File: src/rtl/fifo_host_pkg.sv
// fifo_host_pkg: state encoding and queue command codes shared by fifo_host_ctrl.
package fifo_host_pkg;

  // Five-state command sequencer: one issue cycle and one check cycle per queue command.
  typedef enum logic [2:0] {
    IDLE      = 3'd0,
    ISSUE_INS = 3'd1,
    CHECK_INS = 3'd2,
    ISSUE_DEL = 3'd3,
    CHECK_DEL = 3'd4
  } hostState_t;

  // Polarity of fifo_insert_delete.
  localparam logic CMD_INSERT = 1'b1;
  localparam logic CMD_DELETE = 1'b0;

  // True for the two states that present a command to the queue.
  function automatic logic isIssueState(input hostState_t s);
    return (s == ISSUE_INS) || (s == ISSUE_DEL);
  endfunction

endpackage

File: src/rtl/fifo_host_ctrl.sv
// fifo_host_ctrl: turns single-cycle push/pop requests into insert/delete command
// cycles on an external queue, checks the queue's full/empty reply and reports the
// result as one-cycle pulses. A push and pop requested together are run back to back.
// Optional occupancy counter output 'level' is built when FIFO_HOST_LEVEL_EN is defined.
module fifo_host_ctrl
  import fifo_host_pkg::*;
#(
  parameter int DataWide     = 8,
  parameter int AddressDepth = 4
) (
  input  logic                clk,
  input  logic                rst,
  input  logic                push_req,
  input  logic [DataWide-1:0] push_data,
  input  logic                pop_req,
  output logic [DataWide-1:0] pop_data,
  output logic                pop_valid,
  output logic                busy,
  output logic                overflow_err,
  output logic                underflow_err,
  output logic                fifo_cs,
  output logic                fifo_insert_delete,
  output logic [DataWide-1:0] fifo_data_in,
  input  logic [DataWide-1:0] fifo_data_out,
  input  logic                fifo_full,
  input  logic                fifo_empty
`ifdef FIFO_HOST_LEVEL_EN
  ,
  output logic [AddressDepth:0] level
`endif
);

  hostState_t          r_state;
  hostState_t          w_nextState;
  logic                r_pendPop;
  logic [DataWide-1:0] r_pushData;
  logic [DataWide-1:0] r_popData;
  logic                r_popValid;
  logic                r_overflow;
  logic                r_underflow;
  logic                w_fifoCs;
  logic                w_insertDelete;
  logic [DataWide-1:0] w_dataIn;
  logic                w_busy;

  // State register; reset abandons any command in flight.
  always_ff @(posedge clk or posedge rst) begin
    if (rst) begin
      r_state <= IDLE;
    end else begin
      r_state <= w_nextState;
    end
  end

  // Next-state: requests are only looked at in IDLE, and push wins over pop.
  always_comb begin
    w_nextState = r_state;
    case (r_state)
      IDLE: begin
        if (push_req) begin
          w_nextState = ISSUE_INS;
        end else if (pop_req) begin
          w_nextState = ISSUE_DEL;
        end
      end
      ISSUE_INS: w_nextState = CHECK_INS;
      CHECK_INS: w_nextState = r_pendPop ? ISSUE_DEL : IDLE;
      ISSUE_DEL: w_nextState = CHECK_DEL;
      CHECK_DEL: w_nextState = IDLE;
      default:   w_nextState = IDLE;
    endcase
  end

  // Queue-facing outputs are pure functions of the state, so reset clears them at once.
  always_comb begin
    w_fifoCs       = isIssueState(r_state);
    w_insertDelete = (r_state == ISSUE_INS) ? CMD_INSERT : CMD_DELETE;
    w_dataIn       = (r_state == ISSUE_INS) ? r_pushData : '0;
    w_busy         = (r_state != IDLE);
  end

  // Request capture and result registers; pulses default low and fire from the check states.
  always_ff @(posedge clk or posedge rst) begin
    if (rst) begin
      r_pushData  <= '0;
      r_pendPop   <= 1'b0;
      r_popData   <= '0;
      r_popValid  <= 1'b0;
      r_overflow  <= 1'b0;
      r_underflow <= 1'b0;
    end else begin
      r_popValid  <= 1'b0;
      r_overflow  <= 1'b0;
      r_underflow <= 1'b0;
      case (r_state)
        IDLE: begin
          if (push_req) begin
            r_pushData <= push_data;
            r_pendPop  <= pop_req;
          end
        end
        CHECK_INS: begin
          r_overflow <= fifo_full;
          r_pendPop  <= 1'b0;
        end
        CHECK_DEL: begin
          if (fifo_empty) begin
            r_underflow <= 1'b1;
          end else begin
            r_popData  <= fifo_data_out;
            r_popValid <= 1'b1;
          end
        end
        default: begin
        end
      endcase
    end
  end

`ifdef FIFO_HOST_LEVEL_EN
  localparam logic [AddressDepth:0] LevelStep = (AddressDepth + 1)'(1);

  logic [AddressDepth:0] r_level;

  // Occupancy tracks only commands the queue accepted.
  always_ff @(posedge clk or posedge rst) begin
    if (rst) begin
      r_level <= '0;
    end else if ((r_state == CHECK_INS) && !fifo_full) begin
      r_level <= r_level + LevelStep;
    end else if ((r_state == CHECK_DEL) && !fifo_empty) begin
      r_level <= r_level - LevelStep;
    end
  end

  assign level = r_level;
`endif

  assign pop_data           = r_popData;
  assign pop_valid          = r_popValid;
  assign busy               = w_busy;
  assign overflow_err       = r_overflow;
  assign underflow_err      = r_underflow;
  assign fifo_cs            = w_fifoCs;
  assign fifo_insert_delete = w_insertDelete;
  assign fifo_data_in       = w_dataIn;

endmodule

File: config.mk
export PLATFORM = sky130hd
export DESIGN_NAME = fifo_host_ctrl
export DESIGN_NICKNAME = d
export VERILOG_FILES = /design/src/rtl/fifo_host_pkg.sv /design/src/rtl/fifo_host_ctrl.sv
export SDC_FILE = /design/constraint.sdc
export NUM_CORES = 1
export LEC_CHECK = 0
export ABC_AREA = 1
export CAP_MARGIN = 10
export CORE_MARGIN = 1
export CORE_UTILIZATION = 37
export DETAILED_ROUTE_END_ITERATION = 6
export HOLD_SLACK_MARGIN = 0.05
export PLACE_DENSITY = 0.78
export SLEW_MARGIN = 30
export SYNTH_ARGS = -nofsm -noshare
export SYNTH_HDL_FRONTEND = slang
export SYNTH_SLANG_ARGS = --single-unit
File: constraint.sdc
create_clock -name clk -period 1.2 [get_ports clk]
set_input_delay 0.18 -clock clk [delete_from_list [all_inputs] [get_ports clk]]
set_output_delay 0.18 -clock clk [all_outputs]
set_load 0.05 [all_outputs]
## Word-level counts from Yosys, hierarchy flattened

Index checks and enable logic that the tools add are counted.

| word-level totals | value |
|---|---|
| input bits | 22 |
| logic and storage cells | 34 |
| bits in registers | 23 |

| cells by class | value |
|---|---|
| reductions and logical operators | 7 |
| mux-type cells | 13 |
| bitwise gates (word level) | 1 |
| equality and inequality tests | 6 |

Operators with widths:

| operator | count |
|---|---|
| 3-bit case mux with 4 select lines | 1 |
| 8-bit 2-to-1 mux | 1 |
| 1-bit 2-to-1 mux | 7 |
| 3-bit by 2-bit equality test with 1-bit output, second input constant | 2 |
| 3-bit 2-to-1 mux | 2 |
| 2-bit AND reduction | 3 |
| 3-bit by 1-bit equality test with 1-bit output, second input constant | 1 |
| 3-bit equality test, second input constant | 1 |
| 3-bit zero test | 1 |
| 3-bit != test, second input constant | 1 |
| 3-bit nonzero test | 1 |
| 2-bit 2-to-1 mux | 1 |
| 2-bit != test, second input constant | 1 |
| 1-bit case mux with 2 select lines | 1 |
| 2-bit nonzero test | 1 |
| 1-bit logical OR | 1 |
| 1-bit inverter | 1 |

## Logic depth before layout (Yosys ltp)

| depth | value |
|---|---|
| depth in word-level cells | 3 |
| depth in mapped cells | 6 |
| gate-level depth less buffers | 6 |

## Least setup slack after synthesis

Ideal clock, no wire load.

| timing | value |
|---|---|
| kind | register -> output |
| from | register r_state[2] |
| to | output port fifo_data_in[0] |
| stages on the path, launching flop included | 4 |
| arrival time | 2129 ps |
| path slack | -1109 ps |
| data required time | 1020 ps |
| cells stage by stage | dfrtp_1 nor2_1 nand2_2 nor2_1 |

| between the ends | value |
|---|---|
| cells in the longest elaborated chain, start to end | 2 |

RTL lines:

| what | RTL line | source |
|---|---|---|
| start: declaration | fifo_host_ctrl.sv:33 | `hostState_t r_state;` |
| start signal: assignment | fifo_host_ctrl.sv:51 | `r_state <= w_nextState;` |
| 3-bit by 1-bit equality test with 1-bit output | fifo_host_ctrl.sv:78 | `w_dataIn = (r_state == ISSUE_INS) ? r_pushData : '0;` |
| 8-bit 2-to-1 mux | fifo_host_ctrl.sv:78 |  |
| end: declaration | fifo_host_ctrl.sv:23 | `output logic [DataWide-1:0] fifo_data_in,` |

No other way between the ends.

## Worst setup path in the final report

| timing | value |
|---|---|
| from | register r_state[2] |
| to | output port fifo_cs |

| between the ends | value |
|---|---|
| cells in the longest elaborated chain, start to end | 2 |
| elaborated cells between the ends (all ways) | 3 |
| those cells by class | eq/ne: 2; reduce/logical: 1 |

RTL lines:

| what | RTL line | source |
|---|---|---|
| 3-bit by 1-bit equality test with 1-bit output / 3-bit by 2-bit equality test with 1-bit output (equally long branches) | fifo_host_pkg.sv:19 | `return (s == ISSUE_INS) \|\| (s == ISSUE_DEL);` |
| 1-bit logical OR (*) | fifo_host_pkg.sv:19 |  |
| end: declaration | fifo_host_ctrl.sv:21 | `output logic fifo_cs,` |

Every way passes the cells marked *; elsewhere a longest branch is shown, timed or not.

==> impl_metrics.prom <==
# TYPE chip_impl_metric gauge
chip_impl_metric{name="timing.slew.headroom",unit="%"} 80.3
chip_impl_info{name="setup.worst_path.start",value="r_state[2]"} 1
chip_impl_metric{name="core",unit="um^2"} 2500
chip_impl_metric{name="cp_num_buf_inv",unit=""} 4
chip_impl_metric{name="power-per-cell-area",unit="nW/um^2"} 2930
chip_impl_info{name="synth_area_leaders",value="sky130_fd_sc_hd__dfrtp_1 (58%), sky130_fd_sc_hd__nand2_1 (13%), sky130_fd_sc_hd__inv_1 (6.0%)"} 1
chip_impl_info{name="status",value="finished, violations left"} 1
chip_impl_metric{name="number_of_global_route_vias_before_repair",unit=""} 956
chip_impl_metric{name="route.detailed.vias_per_inst",unit=""} 4.67
chip_impl_info{name="crit_family",value="flip-flops"} 1
chip_impl_info{name="timing.critical_path.mode_cell",value="sky130_fd_sc_hd__buf_4"} 1
chip_impl_metric{name="ys_seq_elements",unit=""} 23
chip_impl_metric{name="post-dp-hpwl",unit="um"} 1840
chip_impl_metric{name="synth.distinct_cells",unit=""} 16
chip_impl_metric{name="cts.sink_count",unit=""} 23
chip_impl_info{name="clock_tree.root_cell",value="sky130_fd_sc_hd__clkbuf_4"} 1
chip_impl_info{name="cp-end-kind",value="primary output"} 1
chip_impl_metric{name="critical_path_depth",unit=""} 5
chip_impl_metric{name="critPathMaxStageDelay",unit="ps"} 450
chip_impl_info{name="most-common-layout-cells",value="sky130_fd_sc_hd__nand2_1 (34), sky130_fd_sc_hd__buf_12 (22), sky130_fd_sc_hd__clkdlybuf4s50_1 (21), sky130_fd_sc_hd__dfrtp_1 (21), sky130_fd_sc_hd__inv_1 (13)"} 1
chip_impl_info{name="hp-class",value="input port to async pin"} 1
chip_impl_metric{name="drt_first_pass_iters",unit=""} 4
chip_impl_info{name="crit_path_top_delay_cell",value="sky130_fd_sc_hd__dfrtp_2"} 1
chip_impl_metric{name="design.final.nets",unit=""} 196
chip_impl_info{name="layout_commonest_cell",value="sky130_fd_sc_hd__nand2_1"} 1
chip_impl_metric{name="worstPathMaxFanout",unit=""} 2
chip_impl_metric{name="min_period_over_period",unit="%"} 130
chip_impl_metric{name="fmax",unit="MHz"} 639
chip_impl_metric{name="post_synth_fa_ha_maj_area_fraction",unit="%"} 0
chip_impl_info{name="synth_top_cell_by_area",value="sky130_fd_sc_hd__dfrtp_1"} 1
chip_impl_metric{name="syn-instance-count",unit=""} 112
chip_impl_metric{name="detail-route-antenna-nets",unit=""} 0
chip_impl_metric{name="final-setup-viol-count",unit=""} 23
chip_impl_info{name="worst_setup_path_start_kind",value="flop"} 1
chip_impl_info{name="rr_startpoint",value="r_state[0]"} 1
chip_impl_metric{name="synth_fp_nets",unit=""} 134
chip_impl_metric{name="final_hold_viol_count",unit=""} 0
chip_impl_metric{name="synth_compound_gate_area_share",unit="%"} 6.53
chip_impl_metric{name="drt-total-wl",unit="um"} 2610
chip_impl_info{name="violated_checks",value="setup timing"} 1
chip_impl_metric{name="insertion_delay",unit="ps"} 310
chip_impl_metric{name="yosys.area.top_type_share",unit="%"} 57.8
chip_impl_metric{name="die-area",unit="um^2"} 2900
chip_impl_metric{name="worst_r2r_path_depth",unit=""} 8
chip_impl_metric{name="leakagePower",unit="nW"} 0.908
chip_impl_metric{name="hold_buffers",unit=""} 0
chip_impl_metric{name="fin_crit",unit="ps"} 1560
chip_impl_metric{name="vias",unit=""} 948
chip_impl_metric{name="cts_htree_levels",unit=""} 1
chip_impl_info{name="cts_tree",value="built"} 1
chip_impl_metric{name="initial_utilization",unit="%"} 39.8
chip_impl_metric{name="drt-wirelength-per-cell",unit="um"} 12.9
chip_impl_metric{name="setup_slack",unit="ps"} -364
chip_impl_metric{name="ioPinCount",unit=""} 44
chip_impl_metric{name="final.setup.tns",unit="ps"} -6020
chip_impl_metric{name="critPathArrivalTime",unit="ps"} 1380
chip_impl_metric{name="port_buffers",unit=""} 43
chip_impl_metric{name="std_cell_rows",unit=""} 18
chip_impl_metric{name="fin_util",unit="%"} 78.5
chip_impl_metric{name="synth_area_per_cell",unit="um^2"} 8.89
chip_impl_metric{name="fin_skew",unit="ps"} 10.8
chip_impl_metric{name="slew_worst_pin",unit="ps"} 295
chip_impl_metric{name="diodes",unit=""} 0
chip_impl_metric{name="buffer_depth_of_the_longest_clock_path",unit=""} 2
chip_impl_metric{name="synth.yosys.seq_area_share",unit="%"} 57.8
chip_impl_metric{name="yosysWarnings",unit=""} 0
chip_impl_metric{name="cts-buffers-inserted",unit=""} 3
chip_impl_metric{name="syn-cell-area",unit="um^2"} 996
chip_impl_metric{name="ratio_of_cells_with_drive_above_1_in_the_final_layout",unit="%"} 39.3
chip_impl_metric{name="synthSimpleGateAreaFrac",unit="%"} 27.8
chip_impl_metric{name="max_cap_check_violation_count",unit=""} 0
chip_impl_metric{name="max_slew_violation_total_from_the_final_report",unit=""} 0
chip_impl_metric{name="cts.reportedPaths.clkPinSlew",unit="ps"} 120
chip_impl_metric{name="synth_xor_area_share",unit="%"} 0
chip_impl_metric{name="die_height",unit="um"} 53.9
chip_impl_info{name="grt_setup_unrepaired",value="true"} 1
chip_impl_metric{name="area_delta_synth_final",unit="%"} 97.0
chip_impl_metric{name="number_of_antenna_violations_at_the_first_check_in_global_routing",unit=""} 0
chip_impl_metric{name="grt_pass1_wl",unit="um"} 4170
chip_impl_metric{name="routability_congestion_estimate_from_global_placement",unit=""} 0.722
chip_impl_info{name="cells_along_the_critical_path",value="nor2_4 -> buf_4 -> buf_6 -> buf_4 -> buf_12"} 1
chip_impl_info{name="timing_worst_setup_path_type",value="flop to primary output"} 1
chip_impl_metric{name="drc_errors",unit=""} 0
chip_impl_metric{name="total_grt_overflow",unit=""} 0
chip_impl_metric{name="drtIter0Drc",unit=""} 5
chip_impl_metric{name="synth.mux.area_fraction",unit="%"} 0
chip_impl_metric{name="worst_ir_drop_vdd",unit="mV"} 1.94
chip_impl_metric{name="cp.required",unit="ps"} 1020
chip_impl_info{name="main_combinational_cell_family_by_area_after_synthesis",value="simple AND/OR/NAND/NOR gates"} 1
chip_impl_metric{name="global_route.usage.total",unit="%"} 20.4
chip_impl_metric{name="maximum_number_of_pins_on_one_net_before_global_route_repair",unit=""} 24
chip_impl_metric{name="die_width",unit="um"} 53.9
power by group:
group	leakage (nW)	switching, mW	internal (mW)
Combinational	0.605	2.22	1.84
Clock	0.0150	0.216	0.130
Sequential	0.288	0.242	1.11
Total	0.908	2.68	3.08
tightest hold or removal path: cells and delay by family:
family	cells	cell delay (ps)
buffers and inverters	3	710
stage by stage:
stage               cell area, um^2  power [mW]  setup WS, ps  instances  hold WS (ps)
floorplan                      1090        3.36          -298        112           182
global placement               1820        4.89         -64.9        191           475
detailed placement             1820        4.99          -104        191           507
CTS                            1910        5.61          -374        201           192
global route                   1960        6.08          -419        203           196
finish                         1960        5.76          -364        203           190
state kept, by name, summed over array words and instances, names as in the netlist:
register,count
pop_data,8
overflow_err,1
r_state,3
r_pushData,8
pop_valid,1
r_pendPop,1
underflow_err,1
routing by layer:
layer / GRT usage [%] / routed length (um) / up-vias
li1: - / - / 465
met1: 23.7 / 1020 / 441
met2: 38.5 / 1400 / 38
met3: 3.95 / 157 / 4
met4: 3.95 / 35 / 0
met5: 0 / 0 / -
logic make-up after synthesis:
group / count (synthesis)
simple gates: 60
flops: 23
compound gates: 11
buf+inv: 18
synthesized netlist by cell type:
cell type / count
sky130_fd_sc_hd__clkinv_1: 1
sky130_fd_sc_hd__nand2_1: 35
sky130_fd_sc_hd__nor3_1: 1
sky130_fd_sc_hd__nor2_8: 1
sky130_fd_sc_hd__nand2_2: 3
sky130_fd_sc_hd__o21ai_0: 8
sky130_fd_sc_hd__nor2_1: 13
sky130_fd_sc_hd__nor2_4: 1
sky130_fd_sc_hd__nand3_2: 1
sky130_fd_sc_hd__nand2_4: 1
sky130_fd_sc_hd__dfrtp_1: 23
sky130_fd_sc_hd__nand3_1: 4
sky130_fd_sc_hd__inv_1: 16
sky130_fd_sc_hd__buf_8: 1
sky130_fd_sc_hd__a21boi_0: 1
sky130_fd_sc_hd__o21ai_2: 2
what timing repair did:
action,in CTS,in global routing
setup buffers,5,2
pin swaps,7,5
endpoints found under the hold margin,0,0
gates cloned,1,0
setup endpoints to repair,15,31
resized for setup,7,11
path summary, 6_finish.rpt:
kind                                      to  slack (ps)
worst max register to register     r_pendPop        -280
worst min register to register   pop_data[1]         560
worst min-delay path             pop_data[2]         190
min in group clk                overflow_err         370
worst max-delay path                 fifo_cs        -360
max in group asynchronous         r_state[1]         780
area by class of cell:
type / instances / area, um^2
repair buffers: 57 / 782
flip-flops and latches: 23 / 578
fillers: 164 / 538
multi-input cells: 72 / 468
inverters: 17 / 70.1
well taps: 30 / 37.5
clock buffers: 4 / 26.3
Note: power is estimated with default switching activity, not from simulation.
